--- src/rtl/mc_pkg.sv ---
// Shared types and constants for the multi-cycle controller: FSM states,
// opcode encodings, ALU operation codes and the next-state function.
package mc_pkg;

    typedef enum logic [2:0] {
        S_FETCH  = 3'd0,
        S_DECODE = 3'd1,
        S_EXEC   = 3'd2,
        S_MEM    = 3'd3,
        S_WB     = 3'd4,
        S_HALT   = 3'd5
    } state_e;

    localparam logic [3:0] OP_LOAD  = 4'b0000;
    localparam logic [3:0] OP_STORE = 4'b0001;
    localparam logic [3:0] OP_JUMP  = 4'b0010;
    localparam logic [3:0] OP_BZ    = 4'b0100;
    localparam logic [3:0] OP_ALU   = 4'b1000;
    localparam logic [3:0] OP_WIN   = 4'b1010;
    localparam logic [3:0] OP_HALT  = 4'b1111;

    localparam logic [2:0] ALU_ADD  = 3'd0;
    localparam logic [2:0] ALU_SUB  = 3'd1;
    localparam logic [2:0] ALU_AND  = 3'd2;
    localparam logic [2:0] ALU_OR   = 3'd3;
    localparam logic [2:0] ALU_NOT  = 3'd4;
    localparam logic [2:0] ALU_PASS = 3'd5;

    // memReady only matters in FETCH and MEM; everywhere else it is ignored.
    function automatic state_e next_state(state_e s, logic [3:0] op, logic rdy);
        state_e n;
        n = S_FETCH;
        case (s)
            S_FETCH:  n = rdy ? S_DECODE : S_FETCH;
            S_DECODE: n = (op == OP_HALT) ? S_HALT : S_EXEC;
            S_EXEC: begin
                if (op == OP_LOAD || op == OP_STORE) n = S_MEM;
                else if (op == OP_ALU)               n = S_WB;
                else                                 n = S_FETCH;
            end
            S_MEM: begin
                if (!rdy)               n = S_MEM;
                else if (op == OP_LOAD) n = S_WB;
                else                    n = S_FETCH;
            end
            S_WB:    n = S_FETCH;
            S_HALT:  n = S_HALT;
            default: n = S_FETCH;
        endcase
        return n;
    endfunction

endpackage

--- src/rtl/mc_decoder.sv ---
// Combinational strobe decode from FSM state, opcode, zero flag and memReady.
// Moore outputs except pcWrite in BZ (zero) and the FETCH/MEM completion strobes.
module mc_decoder import mc_pkg::*; #(
    parameter int ALUOP_W = 3
) (
    input  state_e             state_i,
    input  logic [3:0]         opcode_i,
    input  logic [ALUOP_W-1:0] func_i,
    input  logic               zero_i,
    input  logic               memReady_i,
    output logic               irWrite_o,
    output logic               pcWrite_o,
    output logic               addrSrc_o,
    output logic               memRead_o,
    output logic               memWrite_o,
    output logic               memToReg_o,
    output logic               writeReg_o,
    output logic               aluSrc_o,
    output logic               pcSrc_o,
    output logic               branchPcSrc_o,
    output logic [ALUOP_W-1:0] aluOp_o,
    output logic               retire_o,
    output logic               illegalOp_o,
    output logic               halted_o,
    output logic               winLoad_o
);

    always_comb begin
        irWrite_o     = 1'b0;
        pcWrite_o     = 1'b0;
        addrSrc_o     = 1'b0;
        memRead_o     = 1'b0;
        memWrite_o    = 1'b0;
        memToReg_o    = 1'b0;
        writeReg_o    = 1'b0;
        aluSrc_o      = 1'b0;
        pcSrc_o       = 1'b0;
        branchPcSrc_o = 1'b0;
        aluOp_o       = ALUOP_W'(ALU_ADD);
        retire_o      = 1'b0;
        illegalOp_o   = 1'b0;
        halted_o      = 1'b0;
        winLoad_o     = 1'b0;
        case (state_i)
            S_FETCH: begin
                // PC+1 through the ALU lands together with the IR load.
                memRead_o = 1'b1;
                irWrite_o = memReady_i;
                pcWrite_o = memReady_i;
            end
            S_EXEC: begin
                case (opcode_i)
                    OP_LOAD, OP_STORE: aluSrc_o = 1'b1;
                    OP_JUMP: begin
                        pcWrite_o = 1'b1;
                        pcSrc_o   = 1'b1;
                        retire_o  = 1'b1;
                    end
                    OP_BZ: begin
                        aluOp_o       = ALUOP_W'(ALU_SUB);
                        branchPcSrc_o = 1'b1;
                        pcWrite_o     = zero_i;
                        retire_o      = 1'b1;
                    end
                    OP_ALU: aluOp_o = func_i;
                    OP_WIN: begin
                        winLoad_o = 1'b1;
                        retire_o  = 1'b1;
                    end
                    default: illegalOp_o = 1'b1;
                endcase
            end
            S_MEM: begin
                addrSrc_o  = 1'b1;
                memRead_o  = (opcode_i == OP_LOAD);
                memWrite_o = (opcode_i == OP_STORE);
                retire_o   = memReady_i && (opcode_i == OP_STORE);
            end
            S_WB: begin
                writeReg_o = 1'b1;
                memToReg_o = (opcode_i == OP_LOAD);
                retire_o   = 1'b1;
            end
            S_HALT:  halted_o = 1'b1;
            default: ;
        endcase
    end

endmodule

--- src/rtl/mc_controller.sv ---
// Multi-cycle control unit: state register, register-window pointer and the
// reset gating that keeps every strobe quiet while rst_i is high.
module mc_controller import mc_pkg::*; #(
    parameter int INSTR_W = 16,
    parameter int ALUOP_W = 3,
    parameter int WIN_W   = 2
) (
    input  logic               clk_i,
    input  logic               rst_i,
    input  logic [INSTR_W-1:0] instruction_i,
    input  logic               zero_i,
    input  logic               memReady_i,
    output logic               irWrite_o,
    output logic               pcWrite_o,
    output logic               addrSrc_o,
    output logic               memRead_o,
    output logic               memWrite_o,
    output logic               memToReg_o,
    output logic               writeReg_o,
    output logic               aluSrc_o,
    output logic               pcSrc_o,
    output logic               branchPcSrc_o,
    output logic [ALUOP_W-1:0] aluOp_o,
    output logic [WIN_W-1:0]   outWindow_o,
    output logic               retire_o,
    output logic               illegalOp_o,
    output logic               halted_o
);

    state_e             state_q, state_d;
    logic [WIN_W-1:0]   win_q;
    logic [3:0]         opcode;
    logic               unused_instr;
    logic               d_irWrite, d_pcWrite, d_addrSrc, d_memRead, d_memWrite;
    logic               d_memToReg, d_writeReg, d_aluSrc, d_pcSrc, d_branchPcSrc;
    logic               d_retire, d_illegalOp, d_winLoad;
    logic [ALUOP_W-1:0] d_aluOp;

    assign opcode       = instruction_i[INSTR_W-1 -: 4];
    assign unused_instr = ^instruction_i;
    assign state_d      = next_state(state_q, opcode, memReady_i);

    mc_decoder #(.ALUOP_W(ALUOP_W)) u_dec (
        .state_i       (state_q),
        .opcode_i      (opcode),
        .func_i        (instruction_i[ALUOP_W-1:0]),
        .zero_i        (zero_i),
        .memReady_i    (memReady_i),
        .irWrite_o     (d_irWrite),
        .pcWrite_o     (d_pcWrite),
        .addrSrc_o     (d_addrSrc),
        .memRead_o     (d_memRead),
        .memWrite_o    (d_memWrite),
        .memToReg_o    (d_memToReg),
        .writeReg_o    (d_writeReg),
        .aluSrc_o      (d_aluSrc),
        .pcSrc_o       (d_pcSrc),
        .branchPcSrc_o (d_branchPcSrc),
        .aluOp_o       (d_aluOp),
        .retire_o      (d_retire),
        .illegalOp_o   (d_illegalOp),
        .halted_o      (halted_o),
        .winLoad_o     (d_winLoad)
    );

    // Reset aborts whatever is in flight, so nothing may escape during it.
    assign irWrite_o     = d_irWrite     & ~rst_i;
    assign pcWrite_o     = d_pcWrite     & ~rst_i;
    assign addrSrc_o     = d_addrSrc     & ~rst_i;
    assign memRead_o     = d_memRead     & ~rst_i;
    assign memWrite_o    = d_memWrite    & ~rst_i;
    assign memToReg_o    = d_memToReg    & ~rst_i;
    assign writeReg_o    = d_writeReg    & ~rst_i;
    assign aluSrc_o      = d_aluSrc      & ~rst_i;
    assign pcSrc_o       = d_pcSrc       & ~rst_i;
    assign branchPcSrc_o = d_branchPcSrc & ~rst_i;
    assign retire_o      = d_retire      & ~rst_i;
    assign illegalOp_o   = d_illegalOp   & ~rst_i;
    assign aluOp_o       = rst_i ? '0 : d_aluOp;
    assign outWindow_o   = win_q;

    always_ff @(posedge clk_i) begin
        if (rst_i) begin
            state_q <= S_FETCH;
            win_q   <= '0;
        end else begin
            state_q <= state_d;
            if (d_winLoad) win_q <= instruction_i[WIN_W-1:0];
        end
    end

endmodule

--- config.mk ---
export PLATFORM = sky130hd
export DESIGN_NAME = mc_controller
export DESIGN_NICKNAME = d
export VERILOG_FILES = /design/src/rtl/mc_pkg.sv /design/src/rtl/mc_decoder.sv /design/src/rtl/mc_controller.sv
export SDC_FILE = /design/constraint.sdc
export NUM_CORES = 1
export LEC_CHECK = 0
export CORE_ASPECT_RATIO = 0.9
export CORE_MARGIN = 2
export CORE_UTILIZATION = 35
export CTS_CLUSTER_DIAMETER = 100
export CTS_CLUSTER_SIZE = 24
export DETAILED_ROUTE_END_ITERATION = 8
export GPL_ROUTABILITY_DRIVEN = 0
export PLACE_DENSITY = 0.78
export SYNTH_ARGS = -nofsm -noshare
export SYNTH_HDL_FRONTEND = slang
export SYNTH_SLANG_ARGS = --single-unit
--- constraint.sdc ---
create_clock -name clk_i -period 2.1 [get_ports clk_i]
set_input_delay 0.42 -clock clk_i [delete_from_list [all_inputs] [get_ports clk_i]]
set_output_delay 0.42 -clock clk_i [all_outputs]
set_load 0.02 [all_outputs]
==> results by group <==
Drt
  – Antenna viol nets, final: 0
  – Via count: 842
  – First-pass detailed-route iteration total: 4
  – Drt drc: 0
  – Routed wire length per instance: 12.80 µm
  – DR vias/cell: 5.432
  – Total routed wirelength: 1.984 mm
  – Number of DRC markers in iteration 0: 14

Timing
  – Rel. slew slack: 73.24%
  – Worst setup margin: 0.06603 ns
  – Final setup skew: 0.005371 ns
  – Endpoints failing setup: 0
  – Fmax: 0.4917 GHz
  – Final Slew Violations: 0
  – Hold WS: 0.4896 ns
  – Period minus WS final: 2.034 ns
  – Unrepaired setup endpoints after global routing: no
  – Worst Max-Slew Pin Slew: 0.3912 ns
  – Fin crit share: 96.86%
  – Endpoints failing hold: 0

Floorplan
  – Die H: 42.85 µm
  – I/O pin count: 38
  – Starting Density: 36.02%
  – Std-Cell Rows: 14
  – Die Wd: 47.16 µm
  – Core Area: 1629 µm²
  – Die area: 2021 µm²

Logic synthesis
  – Netlist cell types: 37
  – Avg Cell Area, Syn: 7.428 µm²
  – Post-synth EDFFs: 0
  – Number of synthesized register bits: 5
  – Synth Cell Area: 586.8 µm²
  – Syn Inst Count: 79
  – Syn_nets: 99
  – Ys async rst share: 0%
  – Top FF cell, synth: dfxtp_1
  – Register area share after synthesis: 17.06%
  – Total number of yosys warnings: 0

Finish
  – Register area: 100.1 µm²
  – Multi-input gate area: 473.0 µm²
  – Area grow syn2layout: 87.63%
  – Number of fill cells: 145
  – Fraction of layout cells with a size suffix above 1: 35.88%
  – Net count, final: 152
  – Commonest non-fill, non-tap cell in the layout: buf_4
  – Most frequent cells in the layout: buf_4 (30), inv_1 (6), clkdlybuf4s50_1 (6), dlygate4sd2_1 (6), clkdlybuf4s15_1 (6)
  – Final instance area: 1101 µm²
  – Antenna diode count: 0

GRT
  – Vias in the first global route: 782
  – Largest net degree at the start of global routing: 16
  – Global Route Usage Sum: 21.05%
  – Initial antenna violation count: 0
  – First-pass GRT wire length: 3.132 mm
  – Total grt overflow: 0

Place
  – DP Area: 1076 µm²
  – IO Port Bufs: 28
  – Pre-CTS setup slack: -0.6513 ns
  – Final HPWL DP: 1.580 mm

Critical path
  – CP arrival: 1.61 ns
  – Critical Path RT: 1.68 ns
  – Critical Path Source: instruction_i[12]
  – Critical path type: in -> out
  – Crit-path max FO: 4
  – Type of origin of the critical path: input port
  – R2R depth: 5
  – Reg-to-Reg Start: state_q[0]$_SDFF_PP0_
  – Element type at the critical path end: output pin
  – Worst reg2reg path endpoint: outWindow_o[1]$_SDFFE_PP0P_
  – R2r setup slk: 0.48 ns
  – Worst Setup EP: retire_o

CTS
  – CTS tree: built
  – Clock root buffer master: clkbuf_4
  – CTS buffer count: 3
  – CTS H-tree lvls: 1
  – CTS sink count: 5
  – Post-CTS Hold Buffers: 0
  – Clock Tree Buf Depth: 2
  – Clk slew on worst S/H paths: 0.04 ns
  – Clk_lat worst skew: 0.24 ns

Status
  – Outcome: finished, final reports clean

Hold path
  – Min-Delay Path Class: reg -> reg
  – Min-delay src: outWindow_o[0]$_SDFFE_PP0P_

Power
  – Maximum vdd drop: 288.6 µV
  – Static leakage: 0.0005255 µW
  – P per Cell Area: 315.0 nW/µm²

Run
  – Max cap viols: 0
==> metrics by stage <==
stage	utilization (%)	total power [µW]	TNS [ns]	std cells
after global placement	66.05	237.6	-7.138	150
after CTS	67.74	348.5	-0.02833	155
after detailed placement	66.05	240.7	-7.683	150
final	67.59	346.9	0	155
after global routing	67.59	370.9	0	155
after floorplan	-	166.1	0	79
==> report_power, final <==
part	total [µW]	internal, µW	switching [µW]
combinational	139	70.1	68.7
sequential	101	98.3	2.84
clock	107	71.6	35.4
total	347	240	107
==> logic make-up after synthesis <==
logic type             count (synthesis)  share of synthesized area, %
and+or+nand+nor                       36                         41.58
AOI/OAI and AO/OA                     24                         31.35
buffers and inverters                 14                         10.02
DFF                                    5                         17.06
==> synthesized netlist by cell type, types with 2 or more instances <==
master    number  area, µm²
a21oi_1        4      20.02
nor2_1         5      18.77
nand3_1        3      15.01
nand2_1        2      7.510
and3_1         5      31.28
and3b_1        3      26.28
o211ai_1       3      22.52
o21ai_0        3      15.01
inv_1          6      22.52
nand4_1        2      12.51
dfxtp_1        5      100.1
a41o_1         2      20.02
nor2b_1        3      18.77
clkbuf_1       3      11.26
buf_2          5      25.02
nor3_1         4      20.02
==> state kept, by name, indices dropped and copies added, names as in the netlist <==
signal	flops
state_q	3
outWindow_o	2
==> per-layer routing <==
layer  global-route usage (%)  vias up  routed length [µm]
met2                    37.81       31                1009
met4                    6.667        0                  16
met1                    23.77      398                 854
li1                         -      411                   -
met5                        0        -                   0
met3                    4.255        2                 103
==> area by class of cell <==
type / instances / share of cell area, %
Tap cell: 24 / 2.727
Sequential cell: 5 / 9.091
Multi-Input combinational cell: 60 / 42.95
Timing Repair Buffer: 56 / 40.80
Clock buffer: 4 / 2.386
Inverter: 6 / 2.045
==> what timing repair did <==
item                                    in CTS  in global routing
buffers inserted                             1                  0
endpoints found under the setup margin      16                 12
pin swaps                                    0                  3
resized for setup                           50                 13
==> how the worst min path moves through the flow <==
stage	end	depth (start not counted)
6_report	outWindow_o[0]$_SDFFE_PP0P_	2
5_1_grt	outWindow_o[0]$_SDFFE_PP0P_	2
4_1_cts	outWindow_o[1]$_SDFFE_PP0P_	2
3_5_place_dp	outWindow_o[1]$_SDFFE_PP0P_	2
3_3_place_gp	outWindow_o[0]$_SDFFE_PP0P_	2
2_1_floorplan	outWindow_o[0]$_SDFFE_PP0P_	2
==> worst max-delay path, cell delays in order <==
cell           delay (ns)
dlygate4sd2_1        0.27
nor4b_4              0.24
buf_4                0.16
buf_4                0.11
a22oi_2              0.07
o211ai_1             0.16
buf_4                0.17
Note: power is estimated with default switching activity, not from simulation.
